## src/rtl/semaforo_fases_if.sv

```systemverilog
// Lamp-phase sequencer signal bundle: timebase and direction grant in,
// six lamps plus phase/transition status out.
// Request semantics: ns_req/lo_req are levels, not a handshake; a request is
// valid only when exactly one of the two is high, and it is sampled on every
// clock edge with no acknowledge. tick is a one-cycle timebase enable.
interface semaforo_fases_if;
    logic       tick;
    logic       ns_req;
    logic       lo_req;
    logic       ns_verm;
    logic       ns_amar;
    logic       ns_verde;
    logic       lo_verm;
    logic       lo_amar;
    logic       lo_verde;
    logic [2:0] fase;
    logic       em_transicao;

    modport master (
        output tick, ns_req, lo_req,
        input  ns_verm, ns_amar, ns_verde, lo_verm, lo_amar, lo_verde,
        input  fase, em_transicao
    );

    modport slave (
        input  tick, ns_req, lo_req,
        output ns_verm, ns_amar, ns_verde, lo_verm, lo_amar, lo_verde,
        output fase, em_transicao
    );
endinterface

```

## src/rtl/semaforo_fases.sv

```systemverilog
// Lamp-phase sequencer: turns the registered NS/LO direction grant into the
// six lamps of both approaches, enforcing minimum green, fixed yellow and an
// all-red clearance on each change of direction. Durations count tick pulses.
module semaforo_fases #(
    parameter int T_VERDE_MIN = 4,
    parameter int T_AMARELO   = 2,
    parameter int T_VERMELHO  = 1,
    parameter int CW          = 8
) (
    input logic              clock,
    input logic              reset_n,
    semaforo_fases_if.slave  bus
);

    typedef enum logic [2:0] {
        INIT_VERM  = 3'd0,
        NS_VERDE   = 3'd1,
        NS_AMAR    = 3'd2,
        VERM_NS_LO = 3'd3,
        LO_VERDE   = 3'd4,
        LO_AMAR    = 3'd5,
        VERM_LO_NS = 3'd6
    } fase_t;

    // Timer value at which green_ok is reached, and last timer value of
    // each timed state (the state exits on the tick seen at this value).
    localparam logic [CW-1:0] VERDE_SAT = CW'(T_VERDE_MIN);
    localparam logic [CW-1:0] ULT_AMAR  = CW'(T_AMARELO - 1);
    localparam logic [CW-1:0] ULT_VERM  = CW'(T_VERMELHO - 1);

    // Lamp vector order: {ns_verm, ns_amar, ns_verde, lo_verm, lo_amar, lo_verde}
    localparam logic [5:0] L_VERM     = 6'b100_100;
    localparam logic [5:0] L_NS_VERDE = 6'b001_100;
    localparam logic [5:0] L_NS_AMAR  = 6'b010_100;
    localparam logic [5:0] L_LO_VERDE = 6'b100_001;
    localparam logic [5:0] L_LO_AMAR  = 6'b100_010;

    fase_t         state_q, nxt_state, alvo;
    logic [CW-1:0] timer_q, nxt_timer, ultimo;
    logic          green_ok_q, nxt_green_ok;
    logic [5:0]    lamps_q, nxt_lamps;
    logic          em_q, nxt_em;
    logic          verde, pedido_oposto, req_ns, req_lo;

    // Next phase and timer: green states wait for green_ok plus a valid
    // opposite request; every other state (including the unused encoding,
    // which behaves as INIT_VERM) is a fixed-length tick countdown.
    always_comb begin
        req_ns        = bus.ns_req && !bus.lo_req;
        req_lo        = bus.lo_req && !bus.ns_req;
        verde         = 1'b0;
        ultimo        = ULT_VERM;
        alvo          = req_lo ? LO_VERDE : NS_VERDE;
        pedido_oposto = 1'b0;
        case (state_q)
            NS_VERDE:   begin verde = 1'b1; alvo = NS_AMAR; pedido_oposto = req_lo; end
            NS_AMAR:    begin ultimo = ULT_AMAR; alvo = VERM_NS_LO; end
            VERM_NS_LO: alvo = LO_VERDE;
            LO_VERDE:   begin verde = 1'b1; alvo = LO_AMAR; pedido_oposto = req_ns; end
            LO_AMAR:    begin ultimo = ULT_AMAR; alvo = VERM_LO_NS; end
            VERM_LO_NS: alvo = NS_VERDE;
            default:    ;
        endcase

        nxt_state = state_q;
        nxt_timer = timer_q;
        if (verde) begin
            // Exit does not need a tick; the timer only saturates at VERDE_SAT.
            if (green_ok_q && pedido_oposto) begin
                nxt_state = alvo;
                nxt_timer = '0;
            end else if (bus.tick && timer_q != VERDE_SAT) begin
                nxt_timer = timer_q + CW'(1);
            end
        end else if (bus.tick) begin
            if (timer_q == ultimo) begin
                nxt_state = alvo;
                nxt_timer = '0;
            end else begin
                nxt_timer = timer_q + CW'(1);
            end
        end

        nxt_green_ok = (nxt_state == NS_VERDE || nxt_state == LO_VERDE) &&
                       (nxt_timer == VERDE_SAT);
    end

    // Moore lamp decode of the next phase, so lamps register on the same
    // edge as the phase itself.
    always_comb begin
        nxt_lamps = L_VERM;
        nxt_em    = 1'b1;
        case (nxt_state)
            NS_VERDE: begin nxt_lamps = L_NS_VERDE; nxt_em = 1'b0; end
            NS_AMAR:  nxt_lamps = L_NS_AMAR;
            LO_VERDE: begin nxt_lamps = L_LO_VERDE; nxt_em = 1'b0; end
            LO_AMAR:  nxt_lamps = L_LO_AMAR;
            default:  ;
        endcase
    end

    // Phase register, timer, green_ok and all outputs; reset aborts any phase.
    always_ff @(posedge clock or negedge reset_n) begin
        if (!reset_n) begin
            state_q    <= INIT_VERM;
            timer_q    <= '0;
            green_ok_q <= 1'b0;
            lamps_q    <= L_VERM;
            em_q       <= 1'b1;
        end else begin
            state_q    <= nxt_state;
            timer_q    <= nxt_timer;
            green_ok_q <= nxt_green_ok;
            lamps_q    <= nxt_lamps;
            em_q       <= nxt_em;
        end
    end

    assign bus.ns_verm      = lamps_q[5];
    assign bus.ns_amar      = lamps_q[4];
    assign bus.ns_verde     = lamps_q[3];
    assign bus.lo_verm      = lamps_q[2];
    assign bus.lo_amar      = lamps_q[1];
    assign bus.lo_verde     = lamps_q[0];
    assign bus.fase         = state_q;
    assign bus.em_transicao = em_q;

endmodule

```

## src/flat_wrapper.sv

```systemverilog
// flat-port wrapper written by rule: the top's interface ports become plain ports
module semaforo_fases_flat 
#(
    parameter int T_VERDE_MIN = 4,
    parameter int T_AMARELO   = 2,
    parameter int T_VERMELHO  = 1,
    parameter int CW          = 8
)
  (clock, reset_n, bus_tick, bus_ns_req, bus_lo_req, bus_ns_verm, bus_ns_amar, bus_ns_verde, bus_lo_verm, bus_lo_amar, bus_lo_verde, bus_fase, bus_em_transicao);
  semaforo_fases_if bus_i ();
  input logic clock;
  input logic reset_n;
  input wire logic [$bits(bus_i.tick)-1:0] bus_tick;
  input wire logic [$bits(bus_i.ns_req)-1:0] bus_ns_req;
  input wire logic [$bits(bus_i.lo_req)-1:0] bus_lo_req;
  output wire logic [$bits(bus_i.ns_verm)-1:0] bus_ns_verm;
  output wire logic [$bits(bus_i.ns_amar)-1:0] bus_ns_amar;
  output wire logic [$bits(bus_i.ns_verde)-1:0] bus_ns_verde;
  output wire logic [$bits(bus_i.lo_verm)-1:0] bus_lo_verm;
  output wire logic [$bits(bus_i.lo_amar)-1:0] bus_lo_amar;
  output wire logic [$bits(bus_i.lo_verde)-1:0] bus_lo_verde;
  output wire logic [$bits(bus_i.fase)-1:0] bus_fase;
  output wire logic [$bits(bus_i.em_transicao)-1:0] bus_em_transicao;
  assign bus_i.tick = bus_tick;
  assign bus_i.ns_req = bus_ns_req;
  assign bus_i.lo_req = bus_lo_req;
  assign bus_ns_verm = bus_i.ns_verm;
  assign bus_ns_amar = bus_i.ns_amar;
  assign bus_ns_verde = bus_i.ns_verde;
  assign bus_lo_verm = bus_i.lo_verm;
  assign bus_lo_amar = bus_i.lo_amar;
  assign bus_lo_verde = bus_i.lo_verde;
  assign bus_fase = bus_i.fase;
  assign bus_em_transicao = bus_i.em_transicao;
  semaforo_fases #(.T_VERDE_MIN(T_VERDE_MIN), .T_AMARELO(T_AMARELO), .T_VERMELHO(T_VERMELHO), .CW(CW)) u_core (.clock(clock), .reset_n(reset_n), .bus(bus_i));
endmodule
```

## config.mk

```make
export PLATFORM = sky130hd
export DESIGN_NAME = semaforo_fases_flat
export DESIGN_NICKNAME = d
export VERILOG_FILES = /design/src/rtl/semaforo_fases_if.sv /design/src/rtl/semaforo_fases.sv /design/src/flat_wrapper.sv
export SDC_FILE = /design/constraint.sdc
export NUM_CORES = 1
export LEC_CHECK = 0
export CAP_MARGIN = 20
export CORE_UTILIZATION = 54
export CTS_CLUSTER_SIZE = 30
export DETAILED_ROUTE_END_ITERATION = 8
export GPL_TIMING_DRIVEN = 0
export PLACE_DENSITY = 0.78
export SLEW_MARGIN = 30
export SYNTH_ARGS = -nofsm -noshare
export SYNTH_HDL_FRONTEND = slang
export SYNTH_SLANG_ARGS = --single-unit
```

## constraint.sdc

```tcl
create_clock -name clock -period 2.5 [get_ports clock]
set_input_delay 0.25 -clock clock [delete_from_list [all_inputs] [get_ports clock]]
set_output_delay 0.25 -clock clock [all_outputs]
set_load 0.03 [all_outputs]
```

[After elaboration in Yosys (flattened, before gate mapping)]
Index checks and enable logic that the tools add are counted.
Storage, ports and cells
  word-level logic and storage cells: 46
  flip-flop bits (word level): 19
  input bits: 5
Operators by class
  reductions and logical operators: 11
  equality and inequality tests: 13
  multiplexer cells: 16
  $add $sub $neg: 1
Operators with widths (count)
  8-bit two-way mux: 5
  6-bit one-hot mux with 4 select lines: 1
  3-bit one-hot mux with 6 select lines: 1
  3-bit equality test (second input constant): 5
  3-bit two-way mux: 5
  3-bit by 2-bit equality test with 1-bit output (second input constant): 3
  8-bit by 1-bit adder with 8-bit output (second input constant): 1
  8-bit by 1-bit equality test with 1-bit output: 1
  8-bit by 3-bit equality test with 1-bit output (second input constant): 1
  8-bit by 3-bit != test with 1-bit output (second input constant): 1
  3-bit by 1-bit equality test with 1-bit output (second input constant): 2
  2-bit OR reduction: 3
  1-bit logical AND: 5
  1-bit two-way mux: 3
  1-bit zero test: 2
  1-bit one-hot mux with 2 select lines: 1
  1-bit logical OR: 1

[Depth between registers and ports, before layout]
Gate-level depths: netlist of the first run.
  word-level depth: 10
  mapped depth: 9
  depth with buffers taken out: 9

[Least setup slack after synthesis of the first run]
No wires, ideal clock.
  path kind: register to register
  start: reg u_core.state_q[2], in the netlist u_core.bus.fase[2]
  end: reg u_core.green_ok_q
  buffers on the path: 1
  data required time: 2.404 ns
  slack: 0.069 ns
  data arrival time: 2.335 ns
  cell stages (with the launch flop): 9
  library setup time: 0.096 ns
  path through: dfrtp_1 -> buf_2 -> nor3b_1 -> or3_1 -> a211o_1 -> nand2_1 -> nor2_1 -> or4_1 -> nor4_2
Between the ends
  elaborated cells on any way between the ends: 27
RTL lines
  start: declaration: line semaforo_fases.sv:38  | fase_t state_q, nxt_state, alvo;
  start signal: assignment: line semaforo_fases.sv:111  | state_q <= nxt_state;
  3-bit by 2-bit equality test with 1-bit output / 3-bit equality test (equally long branches): line semaforo_fases.sv:55  | case (state_q)
  2-bit OR reduction (no line)
  1-bit two-way mux: line semaforo_fases.sv:55
  8-bit by 1-bit equality test with 1-bit output: line semaforo_fases.sv:76  | if (timer_q == ultimo) begin
  8-bit two-way mux: line semaforo_fases.sv:76
  8-bit two-way mux: line semaforo_fases.sv:75  | end else if (bus.tick) begin
  8-bit two-way mux *: line semaforo_fases.sv:67  | if (verde) begin
  named net u_core.nxt_timer[4]: line semaforo_fases.sv:39  | logic [CW-1:0] timer_q, nxt_timer, ultimo;
  8-bit by 3-bit equality test with 1-bit output *: line semaforo_fases.sv:85  | (nxt_timer == VERDE_SAT);
  1-bit logical AND *: line semaforo_fases.sv:84  | nxt_green_ok = (nxt_state == NS_VERDE || nxt_state == LO_VERDE) &&
  named net u_core.nxt_green_ok: line semaforo_fases.sv:40  | logic green_ok_q, nxt_green_ok;
  end signal: assignment: line semaforo_fases.sv:113  | green_ok_q <= nxt_green_ok;
  end: declaration: line semaforo_fases.sv:40
Mark *: on every way through the listed nets, which the timed path passes. The rest lies on a longest branch.

[Worst setup path in the final report of the first run]
  start: reg u_core.state_q[0], in the netlist u_core.bus.fase[0]
  end: reg u_core.green_ok_q
The elaborated chain is that of the path after synthesis.

==> results.md, run 1 <==
Status
• complete, no violations — result of the run

Floorplan
• 48.7 um — die boundary height
• 0.00200 sq mm — area of the core
• 15 — top-level I/O count
• 0.00237 sq mm — Die Footprint
• 48.7 um — horizontal extent of the die
• 58.8% — Initial Util
• 16 — num rows

Logic synthesis
• 100% — asr flop ratio synth
• 0.00118 sq mm — netlist area before placement
• 40.7% — Seq/Total Area, Yosys
• 19 — Synth Register Bits
• 0.850% — mux contribution to synthesized area
• 2.13% — post-synthesis adder-cell area fraction
• 0 — Post-synth EDFFs
• 9.42 sq um — mean cell area of the mapped netlist
• 20.3% — area fraction in compound gates after synthesis
• 132 — Synthesized Nets
• 49 — distinct cell type count of the synthesized netlist
• 125 — gate count after technology mapping
• dfrtp_1 (34%), dfstp_2 (6.7%), nand2_1 (3.8%) — largest cells by area after synthesis
• 29.3% — simple-gate share of the synthesized area
• dfrtp_1 — Main synth FF type
• dfrtp_1 — cell type with the largest total area after synthesis
• 34.0% — area share of the largest cell type after synthesis
• simple AND/OR/NAND/NOR gates — dominant combinational cell family by area after synthesis
• 0 — number of warnings printed during yosys synthesis
• 2.23% — post-synthesis share of cell area spent on xor and xnor gates

CTS
• 1 — H-tree level count
• 19 — sinks on the clock net
• 0.29 ns — clock latency of the later-clocked register in the worst-skew pair
• 2 — Max clock buf depth
• 0 — hold buffer count at CTS
• clkbuf_4 — clk root buf
• yes — clock tree from TritonCTS
• 0.10 ns — clock transition at the registers of the reported paths
• 3 — number of buffers inserted during clock tree synthesis

Placed design
• 1920 um — final HPWL from detailed placement
• -0.0834 ns — Placement Setup Slack
• 14 — port bufs
• 0.00135 sq mm — Area after DPL
• 0.883 — routability congestion estimate from global placement

Detailed routing
• met4 — top sig layer
• 26 — violation count after the first detailed-routing iteration
• 0 — number of remaining DRC errors
• 16.4 um — post-detailed-route wirelength per cell
• 1230 um — routed metal-1 wire length
• 165 um — met3 wire len
• 5 — drt first pass iters
• 1410 um — met2 wire length
• 6.09 — via density per instance
• 2920 um — total length of routed wires
• 1084 — number of vias in the routed layout
• 0 — post-detailed-route count of antenna-violating nets

STA
• 0 — final setup violation count
• 0.405 GHz — f_max
• 0.0317 ns — worst setup slack after layout
• 0 — final slew viol count
• 0 — final hold viol count
• 0.782 ns — slew of the pin with the lowest slew margin
• 98.7% — share of the clock period used by the worst path
• 47.7% — slew margin rel.
• 0.00537 ns — largest clock skew in the final design
• 2.47 ns — shortest clock period the worst path allows after layout

Worst setup path
• reg2reg — worst setup path category
• 4 — maximum fanout along the worst path
• register — crit end category
• 2.71 ns — data required time of the critical path
• register — crit start category
• 2.68 ns — WP data arrival

Power and ir drop
• 0.000670 uW — Pleak
• 1290 mW/mm^2 — power per cell area
• 1.01 mV — Worst IR Drop VDD

GRT
• 20 — maximum number of pins on one net before global-route repair
• 24.0% — overall fraction of global-route tracks in use
• 0 — remaining global-route overflow
• 4330 um — first-pass GRT wire length
• 1011 — via count of the first global-routing pass
• 0 — number of antenna violations at the first check in global routing

Finish
• 29.1% — layout cell share with drive strength beyond 1
• 33.2% — relative area change from synthesis to final layout
• dfrtp_1 (15), clkdlybuf4s50_1 (14), nand2_1 (12), nor2_1 (8) — highest-count cells in the layout ignoring fill and taps
• 0.00157 sq mm — post-route cell area
• 159 — count of nets after finishing
• dfrtp_1 — most common library cell in the layout ignoring fill and taps
• 0 — ANT cells

Job
• 0 — Max-cap violations

Min path
• in2async — Min-Delay Path Class

[per-stage QoR]
stage | setup TNS, ns | total power, uW | utilization (%) | instances | hold WS [ns]
after global placement | -0.0758 | 1490 | 67.5 | 166 | 0.631
after detailed placement | -0.0834 | 1510 | 67.5 | 166 | 0.625
after floorplan | 0 | 1220 | - | 125 | -0.0456
after global routing | -0.0591 | 2140 | 78.3 | 178 | 0.500
final | 0 | 2020 | 78.3 | 178 | 0.405
after CTS | 0 | 1680 | 69.4 | 170 | 0.421
[registers in the layout, summed over array words and instances, names as in the netlist]
register and cells:
u_core.bus.fase 3, u_core.bus.em_transicao 1, u_core.green_ok_q 1, u_core.timer_q 8
u_core.lamps_q 6
[repair_timing]
action                     CTS  global route
pin swaps                    0             7
setup endpoints to repair    1             1
gates resized for setup      2            29
gates cloned                 0             1
buffers inserted             0             7
[synthesized netlist by cell type, types with 2 or more instances]
library cell	number
xnor2_1	2
o21ai_0	7
nor2_1	8
and3_1	3
and3_2	2
dfrtp_1	16
a22o_1	2
or3_1	3
inv_1	7
nor3b_1	3
nand3_1	6
a31oi_1	2
nor3_1	2
ha_1	2
a221oi_1	2
dfstp_2	3
o21ai_1	4
nor2b_1	2
nand4_1	2
nand2b_1	2
a21oi_1	2
o21a_1	2
nor4bb_1	2
buf_2	3
nand2_1	12
[final timing paths]
path,startpoint,slack (ns),endpoint,cells after the start
hold / removal,reset_n,0.40,u_core.lamps_q[0],1
min in group clock,u_core.timer_q[0],0.63,u_core.timer_q[0],2
setup / recovery,u_core.bus.fase[0],0.03,u_core.green_ok_q,8
setup reg to reg,u_core.bus.fase[0],0.03,u_core.green_ok_q,8
max in group asynchronous,reset_n,1.55,u_core.timer_q[0],1
hold reg to reg,u_core.timer_q[0],0.63,u_core.timer_q[0],2
[kinds of logic (layout without fill, tap and decap cells)]
kind of cell	Yosys count	in the layout
simple gates	57	57
fa+ha+maj	2	2
compound gates	32	32
flops	19	19
buf+inv	11	37
mux	1	1
xor+xnor	3	3
[where the power goes]
group / switching, uW / internal, uW / total [uW]
sequential: 61.6 / 421 / 483
clock: 84.6 / 62.1 / 147
combinational: 776 / 618 / 1390
total: 922 / 1100 / 2020
[critical path, stage by stage, from the launching register on]
cell and delay, ns:
dfrtp_1 0.42, buf_4 0.16, nor2b_1 0.16, or3_1 0.41
a21o_1 0.21, o21ai_2 0.09, a21oi_2 0.12, or4_4 0.56
nor4_4 0.25
[cell type report]
| class | count | area [sq um] |
|---|---|---|
| flip-flops and latches | 19 | 480 |
| plain buffers | 4 | 38.8 |
| inverters | 7 | 26.3 |
| fillers | 120 | 434 |
| multi-input cells | 95 | 764 |
| well taps | 27 | 33.8 |
| repair buffers | 22 | 198 |
| clock buffers | 4 | 26.3 |
[layer usage]
| metal | global-route usage [%] | vias to the layer above |
|---|---|---|
| li1 | - | 519 |
| met1 | 31.9 | 516 |
| met2 | 39.8 | 39 |
| met3 | 2.20 | 10 |
| met4 | 10.8 | 0 |
| met5 | 0 | - |
(Power assumes the default switching activity.)
==> inputs of run 2 (changes only) <==
Settings changed: HOLD_SLACK_MARGIN set to 0.05, SLEW_MARGIN 30 to not set.
==> results of run 2 <==
The final DEF is identical to that of run 1; final timing and power are the same.
